**src/rtl/cpu_pkg.sv**
```systemverilog
// rtl/cpu_pkg.sv - shared state, opcode and ALU-select definitions for the CPU control unit
package cpu_pkg;

    typedef enum logic [3:0] {
        S_INIT   = 4'd0,
        S_FETCH  = 4'd1,
        S_DECODE = 4'd2,
        S_NOOP   = 4'd3,
        S_LOADA  = 4'd4,
        S_LOADB  = 4'd5,
        S_STORE  = 4'd6,
        S_ADD    = 4'd7,
        S_SUB    = 4'd8,
        S_HALT   = 4'd9
    } state_t;

    localparam logic [3:0] OP_NOOP  = 4'd0;
    localparam logic [3:0] OP_STORE = 4'd1;
    localparam logic [3:0] OP_LOAD  = 4'd2;
    localparam logic [3:0] OP_ADD   = 4'd3;
    localparam logic [3:0] OP_SUB   = 4'd4;
    localparam logic [3:0] OP_HALT  = 4'd5;

    localparam logic [2:0] ALU_PASS = 3'd0;
    localparam logic [2:0] ALU_ADD  = 3'd1;
    localparam logic [2:0] ALU_SUB  = 3'd2;

endpackage

```
**src/rtl/cpu_control_unit_pc_counter.sv**
```systemverilog
// rtl/cpu_control_unit_pc_counter.sv - program counter with clear and increment, wraps at the top
module pc_counter #(
    parameter int W = 7
) (
    input  logic         clk_i,
    input  logic         rst_i,
    input  logic         clr_i,
    input  logic         up_i,
    output logic [W-1:0] pc_o
);

    logic [W-1:0] pc_q;
    logic [W-1:0] pc_d;

    always_comb begin
        pc_d = pc_q;
        if (clr_i) begin
            pc_d = '0;
        end else if (up_i) begin
            pc_d = pc_q + 1'b1;
        end
    end

    always_ff @(posedge clk_i) begin
        if (rst_i) begin
            pc_q <= '0;
        end else begin
            pc_q <= pc_d;
        end
    end

    assign pc_o = pc_q;

endmodule

```
**src/rtl/cpu_control_unit.sv**
```systemverilog
// rtl/cpu_control_unit.sv - fetch/decode/execute FSM, instruction register and datapath control
module cpu_control_unit
    import cpu_pkg::*;
#(
    parameter int PC_W    = 7,
    parameter int INSTR_W = 16
) (
    input  logic               Clk,
    input  logic               Rst,
    input  logic [INSTR_W-1:0] instruction,
    output logic [PC_W-1:0]    PC_Out,
    output logic [INSTR_W-1:0] IR_Out,
    output logic [3:0]         OutState,
    output logic [3:0]         NextState,
    output logic [7:0]         D_Addr,
    output logic               D_Wr,
    output logic               RF_s,
    output logic               RF_W_en,
    output logic [3:0]         RF_Ra_Addr,
    output logic [3:0]         RF_Rb_Addr,
    output logic [3:0]         RF_W_Addr,
    output logic [2:0]         ALU_s0
);

    state_t             state_q;
    state_t             state_d;
    logic [INSTR_W-1:0] ir_q;
    logic               pc_clr;
    logic               pc_up;
    logic               ir_ld;

    pc_counter #(.W(PC_W)) u_pc (
        .clk_i (Clk),
        .rst_i (Rst),
        .clr_i (pc_clr),
        .up_i  (pc_up),
        .pc_o  (PC_Out)
    );

    always_ff @(posedge Clk) begin
        if (Rst) begin
            state_q <= S_INIT;
            ir_q    <= '0;
        end else begin
            state_q <= state_d;
            if (ir_ld) begin
                ir_q <= instruction;
            end
        end
    end

    always_comb begin
        state_d = state_q;
        case (state_q)
            S_INIT:   state_d = S_FETCH;
            S_FETCH:  state_d = S_DECODE;
            S_DECODE: begin
                case (ir_q[15:12])
                    OP_STORE: state_d = S_STORE;
                    OP_LOAD:  state_d = S_LOADA;
                    OP_ADD:   state_d = S_ADD;
                    OP_SUB:   state_d = S_SUB;
                    OP_HALT:  state_d = S_HALT;
                    default:  state_d = S_NOOP;
                endcase
            end
            S_LOADA:  state_d = S_LOADB;
            S_HALT:   state_d = S_HALT;
            default:  state_d = S_FETCH;
        endcase
        if (Rst) begin
            state_d = S_INIT;
        end
    end

    // Moore outputs: every control line is idle unless the current state drives it
    always_comb begin
        pc_clr     = 1'b0;
        pc_up      = 1'b0;
        ir_ld      = 1'b0;
        D_Addr     = 8'd0;
        D_Wr       = 1'b0;
        RF_s       = 1'b0;
        RF_W_en    = 1'b0;
        RF_Ra_Addr = 4'd0;
        RF_Rb_Addr = 4'd0;
        RF_W_Addr  = 4'd0;
        ALU_s0     = ALU_PASS;
        case (state_q)
            S_INIT:  pc_clr = 1'b1;
            S_FETCH: begin
                ir_ld = 1'b1;
                pc_up = 1'b1;
            end
            S_LOADA, S_LOADB: begin
                D_Addr    = ir_q[11:4];
                RF_s      = 1'b1;
                RF_W_Addr = ir_q[3:0];
                RF_W_en   = (state_q == S_LOADB);
            end
            S_STORE: begin
                D_Addr     = ir_q[7:0];
                RF_Ra_Addr = ir_q[11:8];
                D_Wr       = 1'b1;
            end
            S_ADD, S_SUB: begin
                RF_Ra_Addr = ir_q[11:8];
                RF_Rb_Addr = ir_q[7:4];
                RF_W_Addr  = ir_q[3:0];
                RF_W_en    = 1'b1;
                ALU_s0     = (state_q == S_ADD) ? ALU_ADD : ALU_SUB;
            end
            default: ;
        endcase
    end

    assign IR_Out    = ir_q;
    assign OutState  = state_q;
    assign NextState = state_d;

endmodule

```
**config.mk**
```make
export PLATFORM = sky130hd
export DESIGN_NAME = cpu_control_unit
export DESIGN_NICKNAME = d
export VERILOG_FILES = /design/src/rtl/cpu_pkg.sv /design/src/rtl/cpu_control_unit_pc_counter.sv /design/src/rtl/cpu_control_unit.sv
export SDC_FILE = /design/constraint.sdc
export NUM_CORES = 1
export LEC_CHECK = 0
export ABC_AREA = 1
export BUFFER_PORTS_ARGS = -buffer_cell sky130_fd_sc_hd__buf_2
export CAP_MARGIN = 20
export CORE_MARGIN = 10
export CORE_UTILIZATION = 48
export DETAILED_ROUTE_END_ITERATION = 6
export PLACE_DENSITY_LB_ADDON = 0.1
export SETUP_SLACK_MARGIN = 0.05
export SLEW_MARGIN = 30
export SYNTH_ARGS = -nofsm -noshare
export SYNTH_HDL_FRONTEND = slang
export SYNTH_SLANG_ARGS = --single-unit
```
**constraint.sdc**
```tcl
create_clock -name Clk -period 3.5 [get_ports Clk]
set_clock_uncertainty 0.05 [all_clocks]
set_input_delay 0.175 -clock Clk [delete_from_list [all_inputs] [get_ports Clk]]
set_output_delay 0.175 -clock Clk [all_outputs]
set_load 0.005 [all_outputs]
```
# Yosys cells after proc, flatten, opt, wreduce, memory -nomap -nowiden
# Index checks and enable logic that the tools add are counted.
# word_totals
register_bits	27
latch_bits	0
mem_bits_rw	0
romBits	0
inputBits	18
out_inout_bits	57
elab_cells	37
n_memories	0
# op_classes
addsub	1
n_mul	0
n_div	0
order_cmp	0
eq_ne	13
shift	0
muxes	14
bitwise_logic	0
reduce_logical	6
# ops
operator	count
4-bit by 3-bit equality test with 1-bit output (second input constant)	6
4-bit case mux with 5 select lines	1
4-bit 2-to-1 mux	4
4-bit case mux with 4 select lines	1
8-bit case mux with 2 select lines	1
4-bit by 2-bit equality test with 1-bit output (second input constant)	3
4-bit by 1-bit equality test with 1-bit output (second input constant)	2
4-bit equality test (second input constant)	2
7-bit by 1-bit adder with 7-bit output (second input constant)	1
2-bit OR reduction	3
4-bit logical NOT	1
1-bit 2-to-1 mux	4
2-bit 2-to-1 mux	2
4-bit OR reduction	1
3-bit OR reduction	1
1-bit case mux with 2 select lines	1

# Depth between registers and ports, before layout
# Gate-level depths: netlist of run 1.
# depth
word_depth	4
depth_mapped	8
mapped_depth_nobuf	8

# Cells and area by module
# From an unflattened synthesis of run 1, not the netlist that was laid out.
# hier_totals
cells_unflattened	196
hier_area_um2	1396.3
# modules_own_cells
mod	instances	cells_each	area_each_um2	seq_area_each_um2
cpu_control_unit	1	155	1083.5	400.4
pc_counter	1	41	312.8	140.1

# Worst setup path after synthesis of run 1
# No wires, ideal clock.
# synth_path
path_type	flip-flop to output port
startpoint	reg state_q[2], in the netlist OutState[2]
endpoint	out RF_W_Addr[0]
arrival_ps	1056
required_ps	3275
path_slack_ps	2219
stages_incl_launch_ff	9
n_path_buf	0
cell_sequence	dfxtp_1 > inv_1 > nor2_4 > nand2_1 > nor2_2 > nor2_4 > nand2_2 > nand2_1 > inv_1
# synth_between
elab_chain_cells	3
word_cells_on_any_way	6
cone_classes	4 x eq/ne; 1 x mux; 1 x reduce/logical
# synth_rtl
item	line	source
start, declared	cpu_control_unit.sv:25	state_t state_q;
start signal, assigned	cpu_control_unit.sv:45	state_q <= state_d;
4-bit by 3-bit equality test with 1-bit output or 4-bit equality test (tied branches)	cpu_control_unit.sv:89	case (state_q)
4-bit OR reduction (no line) *	-	
4-bit 2-to-1 mux *	cpu_control_unit.sv:89	
end, declared	cpu_control_unit.sv:21	output logic [3:0] RF_W_Addr,
# Every way passes the cells marked *; elsewhere a longest branch is shown, timed or not.

# Final worst setup path of run 1
# layout_path
startpoint	reg state_q[3], in the netlist OutState[3]
endpoint	out NextState[0]
# layout_between
elab_chain_cells	3
word_cells_on_any_way	6
cone_classes	4 x eq/ne; 2 x mux
# layout_rtl
item	line	source
4-bit equality test, or another cell as far along	cpu_control_unit.sv:54	case (state_q)
4-bit case mux with 4 select lines *	cpu_control_unit.sv:54	
4-bit 2-to-1 mux *	cpu_control_unit.sv:71	if (Rst) begin
end, declared	cpu_control_unit.sv:14	output logic [3:0] NextState,
# Marks and branches as above.

==> flow_metrics.env, run 1 <==
export IMPL_status="completed"
export IMPL_drive_gt1_frac=0.337
export IMPL_clk_latency_ns=0.33
export IMPL_area_growth_pct=27.0
export IMPL_overflow=0
export IMPL_drt_pass1_iterations=6
export IMPL_clock_root_buffer="clkbuf_4"
export IMPL_startpoint_type="register"
export IMPL_vias=1517
export IMPL_fin_tns_setup_ns=0
export IMPL_total_power_mw=0.896
export IMPL_die_x_um=74.1
export IMPL_crit_family="simple AND/OR/NAND/NOR gates"
export IMPL_pwr_density_cell_nw_per_um2=502
export IMPL_preCtsSetupSlack_ns=2.01
export IMPL_ctsHtreeMaxLevel=1
export IMPL_initialDrtViolationCount=76
export IMPL_post_cts_buffers=0
export IMPL_die_y_um=74.1
export IMPL_dp_hpwl_mm=3.20
export IMPL_core_area_um2=2780
export IMPL_cp_max_fo=35
export IMPL_finalSetupViolCount=0
export IMPL_syn_inst=208
export IMPL_io_buffers=73
export IMPL_fin_crit_sh=0.535
export IMPL_seqCellArea_um2=541
export IMPL_cts_buffer_depth=2
export IMPL_end_kind="output port"
export IMPL_cts_sinks=27
export IMPL_synth_area_per_cell_um2=6.76
export IMPL_rows=19
export IMPL_hold_violations=0
export IMPL_critical_path_class="register to output port"
export IMPL_fin_util=0.642
export IMPL_synth_seq_cells=27
export IMPL_cts_resized=0
export IMPL_final_nets=299
export IMPL_max_cap_viol_count=0
export IMPL_antenna_cells=0
export IMPL_cts_tree="yes"
export IMPL_grt_util_all_layers=0.141
export IMPL_placed_cells=306
export IMPL_syn_nets=227
export IMPL_ant_nets=0
export IMPL_crit_slowest_cell="dfxtp_1"
export IMPL_fmax_ghz=0.534
export IMPL_fillCellCount=290
export IMPL_post_route_min_period_ns=1.87
export IMPL_critPathMaxStageDelay_ns=0.49
export IMPL_grt_pass1_wl_mm=6.37
export IMPL_required_ns=3.27
export IMPL_rsz0062_at_grt="no"
export IMPL_final_cells=310
export IMPL_vias_per_cell=4.89
export IMPL_antenna_found_initial=0
export IMPL_hold_path_class="primary input to register"
export IMPL_worst_path_buf_inv=1
export IMPL_grt_max_degree=36
export IMPL_multi_input_area_um2=687
export IMPL_crit_chain="nor2_2 > nand2_4 > nand2_1 > a21oi_1 > buf_2"
export IMPL_post_drt_wl_per_cell_um=12.8
export IMPL_synth_warnings=0
export IMPL_arrival_ns=1.65
export IMPL_syn_cell_area_um2=1410
export IMPL_timing_final_ws_setup_ns=1.63
export IMPL_vdd_ir_drop_worst_v=0.000428
export IMPL_dieArea_um2=5500
export IMPL_ctsHoldBuffers=0
export IMPL_yosysSeqAreaShare=0.384
export IMPL_clkSlewWorstSetupHoldPaths_ns=0.14
export IMPL_slew_viol_final=0
export IMPL_numCtsBuffers=3
export IMPL_routed_wl_mm=3.97
export IMPL_drc=0
export IMPL_p_leak_nw=0.986
export IMPL_start_util=0.506
export IMPL_pin_count=75
export IMPL_grt_pass1_vias=1418
export IMPL_gp_congestion=0.786
export IMPL_netlist_cell_type_count=22
==> logic make-up after synthesis <==
kind of cell / Yosys count / synth area share
AND/OR/NAND/NOR: 88 / 0.286
AO/OA/AOI/OAI: 49 / 0.178
buffers and inverters: 40 / 0.127
adder cells (fa/ha/maj): 1 / 0.00890
other: 1 / 0.00267
flip-flops: 27 / 0.384
XOR/XNOR: 2 / 0.0125
==> synth_stat cells <==
master,n,area share
nor2_1,27,0.072
nand2_1,39,0.10
nand4_1,1,0.0045
a21oi_1,23,0.082
nand2_2,1,0.0045
buf_2,2,0.0071
nand3_2,1,0.0071
buf_4,1,0.0053
o21ai_1,14,0.050
inv_2,5,0.013
dfxtp_1,27,0.38
nor2_4,4,0.032
buf_6,3,0.024
nand3_1,9,0.032
o21ai_0,8,0.028
nand2_4,1,0.0080
o22ai_1,4,0.018
ha_1,1,0.0089
nor2_2,5,0.022
inv_1,29,0.077
xor2_1,2,0.012
conb_1,1,0.0027
==> through the flow <==
step	hold slack [ns]	cell area, um^2
floorplan	0.271	1410
finish	0.0281	1790
detailed placement	0.382	1760
global route	0.0267	1790
global placement	0.371	1760
CTS	0.0287	1790
==> sequential cells by signal, indices dropped and copies added, names as in the netlist <==
register,cells
IR_Out,16
u_pc.pc_o,7
OutState,4
==> worst paths after layout <==
check	start	to	slack (ns)	depth (start not counted)
setup / recovery	OutState[3]	NextState[0]	1.63	5
hold / removal	instruction[0]	IR_Out[0]	0.03	3
setup reg to reg	OutState[3]	u_pc.pc_o[5]	2.07	6
hold reg to reg	IR_Out[8]	IR_Out[8]	0.47	2
==> tightest hold or removal path, cell delays in order <==
cell     delay [ns]
buf_2          0.08
o21ai_1        0.06
nor2_1         0.07
==> where the power goes <==
part	internal (mW)	leakage, nW	switching [mW]
clock network	0.0430	0.0177	0.0934
registers	0.368	0.221	0.0503
logic	0.124	0.747	0.218
==> layout by cell type, fill, tap and decap left out <==
cell type   n
inv_2       5
ha_1        1
nor2_2      5
o21ai_0     8
nor2_4      4
dfxtp_1    27
inv_1      29
clkbuf_4    3
o21ai_1    14
conb_1      1
a21oi_1    23
nand2_1    39
o22ai_1     4
buf_2      73
xor2_1      2
nand3_2     1
nand2_2     1
nor2_1     27
nand2_4     1
clkinv_2    1
nand4_1     1
nand3_1     9
==> area by class of cell <==
class | count | share of cell area
Timing Repair Buffer | 73 | 0.204
Clock buffer | 3 | 0.0126
Multi-Input combinational cell | 141 | 0.384
Inverter | 34 | 0.0714
Clock inverter | 1 | 0.00280
Tap cell | 31 | 0.0217
Sequential cell | 27 | 0.303
==> layer usage <==
metal	GRT usage	share of wire	vias up	wire [um]
met5	0	0	-	0
met2	0.241	0.44	51	1760
met3	0.0479	0.12	5	485
met4	0.0435	0.011	0	42
met1	0.162	0.42	662	1680
li1	-	-	799	-
Note: power is estimated with default switching activity, not from simulation.
==> run 2, diff against run 1 <==
--- a/config.mk
+++ b/config.mk
@@ -9,7 +9,7 @@
 export BUFFER_PORTS_ARGS = -buffer_cell sky130_fd_sc_hd__buf_2
 export CAP_MARGIN = 20
 export CORE_MARGIN = 10
-export CORE_UTILIZATION = 48
+export CORE_UTILIZATION = 40
 export DETAILED_ROUTE_END_ITERATION = 6
 export PLACE_DENSITY_LB_ADDON = 0.1
 export SETUP_SLACK_MARGIN = 0.05
==> constraint.sdc (replaced) <==
create_clock -name Clk -period 1.69 [get_ports Clk]
set_clock_uncertainty 0.05 [all_clocks]
set_input_delay 0.0845 -clock Clk [delete_from_list [all_inputs] [get_ports Clk]]
set_output_delay 0.0845 -clock Clk [all_outputs]
set_load 0.005 [all_outputs]
==> run 2 against run 1 <==
Net effect: via count is 10% higher; design area is 29% higher; cell count is 16% higher; combinational power grew to 3.0 times the previous value; clock power is 100% higher; sequential share of layout area is 6.1 points lower; utilization is 4.5 points higher; largest power group is now combinational cells; highest routed layer unchanged; clock-buffer cell count is 1 higher; critical endpoint is now NextState[1]; setup slack worse by 1.6 ns; non-clock buffer count is 33 higher.
==> flow_metrics.env, run 2 (synthesis gave the netlist of run 1 again) <==
export IMPL_status="completed"
export IMPL_core_area_um2=3360
export IMPL_final_nets=333
export IMPL_crit_chain="inv_2 > nor2_4 > nand2_4 > inv_4 > nand2_4 > a21oi_2 > buf_2"
export IMPL_drt_pass1_iterations=4
export IMPL_clk_latency_ns=0.31
export IMPL_cts_tree="yes"
export IMPL_end_kind="output port"
export IMPL_gp_congestion=0.776
export IMPL_pwr_density_cell_nw_per_um2=946
export IMPL_vdd_ir_drop_worst_v=0.000573
export IMPL_required_ns=1.56
export IMPL_largest_reg_flops=16
export IMPL_antenna_found_initial=0
export IMPL_post_route_min_period_ns=1.64
export IMPL_ctsHtreeMaxLevel=1
export IMPL_grt_pass1_vias=1546
export IMPL_p_leak_nw=1.19
export IMPL_routed_wl_met3_um=489
export IMPL_fin_crit_sh=0.970
export IMPL_slew_viol_final=0
export IMPL_dieArea_um2=6290
export IMPL_final_common_cell="buf_2"
export IMPL_hold_path_class="primary input to register"
export IMPL_hold_violations=0
export IMPL_start_util=0.418
export IMPL_routed_wl_mm=4.84
export IMPL_max_cap_viol_count=0
export IMPL_pin_count=75
export IMPL_arrival_ns=1.50
export IMPL_area_growth_pct=64.3
export IMPL_routed_top_layer="met4"
export IMPL_timing_critical_path_mode_cell="nand2_4"
export IMPL_drt_met1_wl_mm=2.06
export IMPL_total_power_mw=2.19
export IMPL_timing_hold_ws_ns=0.0225
export IMPL_finalSetupViolCount=0
export IMPL_post_drt_wl_per_cell_um=13.5
export IMPL_overflow=0
export IMPL_fillCellCount=305
export IMPL_fin_area_um2=2310
export IMPL_startpoint_type="register"
export IMPL_critical_path_class="register to output port"
export IMPL_clkSlewWorstSetupHoldPaths_ns=0.14
export IMPL_crit_slowest_cell="dfxtp_4"
export IMPL_met2WireLength_mm=2.27
export IMPL_io_buffers=73
export IMPL_die_y_um=79.3
export IMPL_vias_per_cell=4.65
export IMPL_clock_root_buffer="clkbuf_4"
export IMPL_numCtsBuffers=3
export IMPL_grt_util_all_layers=0.138
export IMPL_rsz0062_at_grt="yes"
export IMPL_critPathMaxStageDelay_ns=0.44
export IMPL_dp_hpwl_mm=3.31
export IMPL_fin_tns_setup_ns=0
export IMPL_rows=21
export IMPL_fmax_ghz=0.610
export IMPL_drive_gt1_frac=0.457
export IMPL_layout_common_cells="buf_2, nand2_1, inv_1, nor2_1, dfxtp_1"
export IMPL_vias=1669
export IMPL_initialDrtViolationCount=89
export IMPL_grt_pass1_wl_mm=7.29
export IMPL_cts_buffer_depth=2
export IMPL_cts_sinks=27
export IMPL_cp_max_fo=6
export IMPL_antenna_cells=0
export IMPL_ant_nets=0
export IMPL_drc=0
export IMPL_grt_max_degree=19
export IMPL_place_area_um2=1790
export IMPL_die_x_um=79.3
## run 2: metal layers
metal | up-vias | global-route usage
li1 | 870 | -
met5 | - | 0
met1 | 750 | 0.165
met3 | 2 | 0.0687
met2 | 47 | 0.218
met4 | 0 | 0.0323
## run 2: worst paths after layout
path	startpoint	end	slack (ns)	depth (start not counted)
setup / recovery	OutState[1]	NextState[1]	0.05	7
hold / removal	instruction[12]	IR_Out[12]	0.02	3
setup reg to reg	OutState[2]	u_pc.pc_o[4]	0.17	9
hold reg to reg	IR_Out[15]	IR_Out[15]	0.46	2
## run 2: cell type report
| class | count | area [um^2] | area share |
|---|---|---|---|
| flip-flops and latches | 27 | 559 | 0.242 |
| repair buffers | 106 | 694 | 0.300 |
| multi-input cells | 142 | 838 | 0.363 |
| clock buffers | 4 | 26.3 | 0.0114 |
| inverters | 34 | 135 | 0.0585 |
| well taps | 46 | 57.6 | 0.0249 |
## run 2: through the flow
stage           util  cells  setup slack [ns]
6_report       0.687    359            0.0513
5_1_grt        0.687    359           -0.0420
4_1_cts        0.628    352            0.0140
3_5_place_dp   0.531    322             0.267
3_3_place_gp   0.531    322             0.285
2_1_floorplan      -    208             0.500
## run 2: power by group
part	leakage (nW)	total [mW]	internal [mW]	switching [mW]
Sequential	0.225	0.903	0.772	0.131
Clock	0.0150	0.273	0.0923	0.181
Combinational	0.945	1.01	0.413	0.596
Total	1.19	2.19	1.28	0.907
## run 2: what timing repair did
action,4_1_cts,5_1_grt
pin swaps,7,15
endpoints found under the hold margin,19,0
resized for setup,13,46
endpoints found under the setup margin,22,24
buffers inserted,9,7
hold buffers,16,0
cloned,1,0
## run 2: worst max-delay path, delay by kind of cell (launching register included)
family                 cells  cell delay, ns
AND/OR/NAND/NOR            3            0.29
AO/OA/AOI/OAI              1            0.14
buffers and inverters      3            0.31
flip-flops                 1            0.44
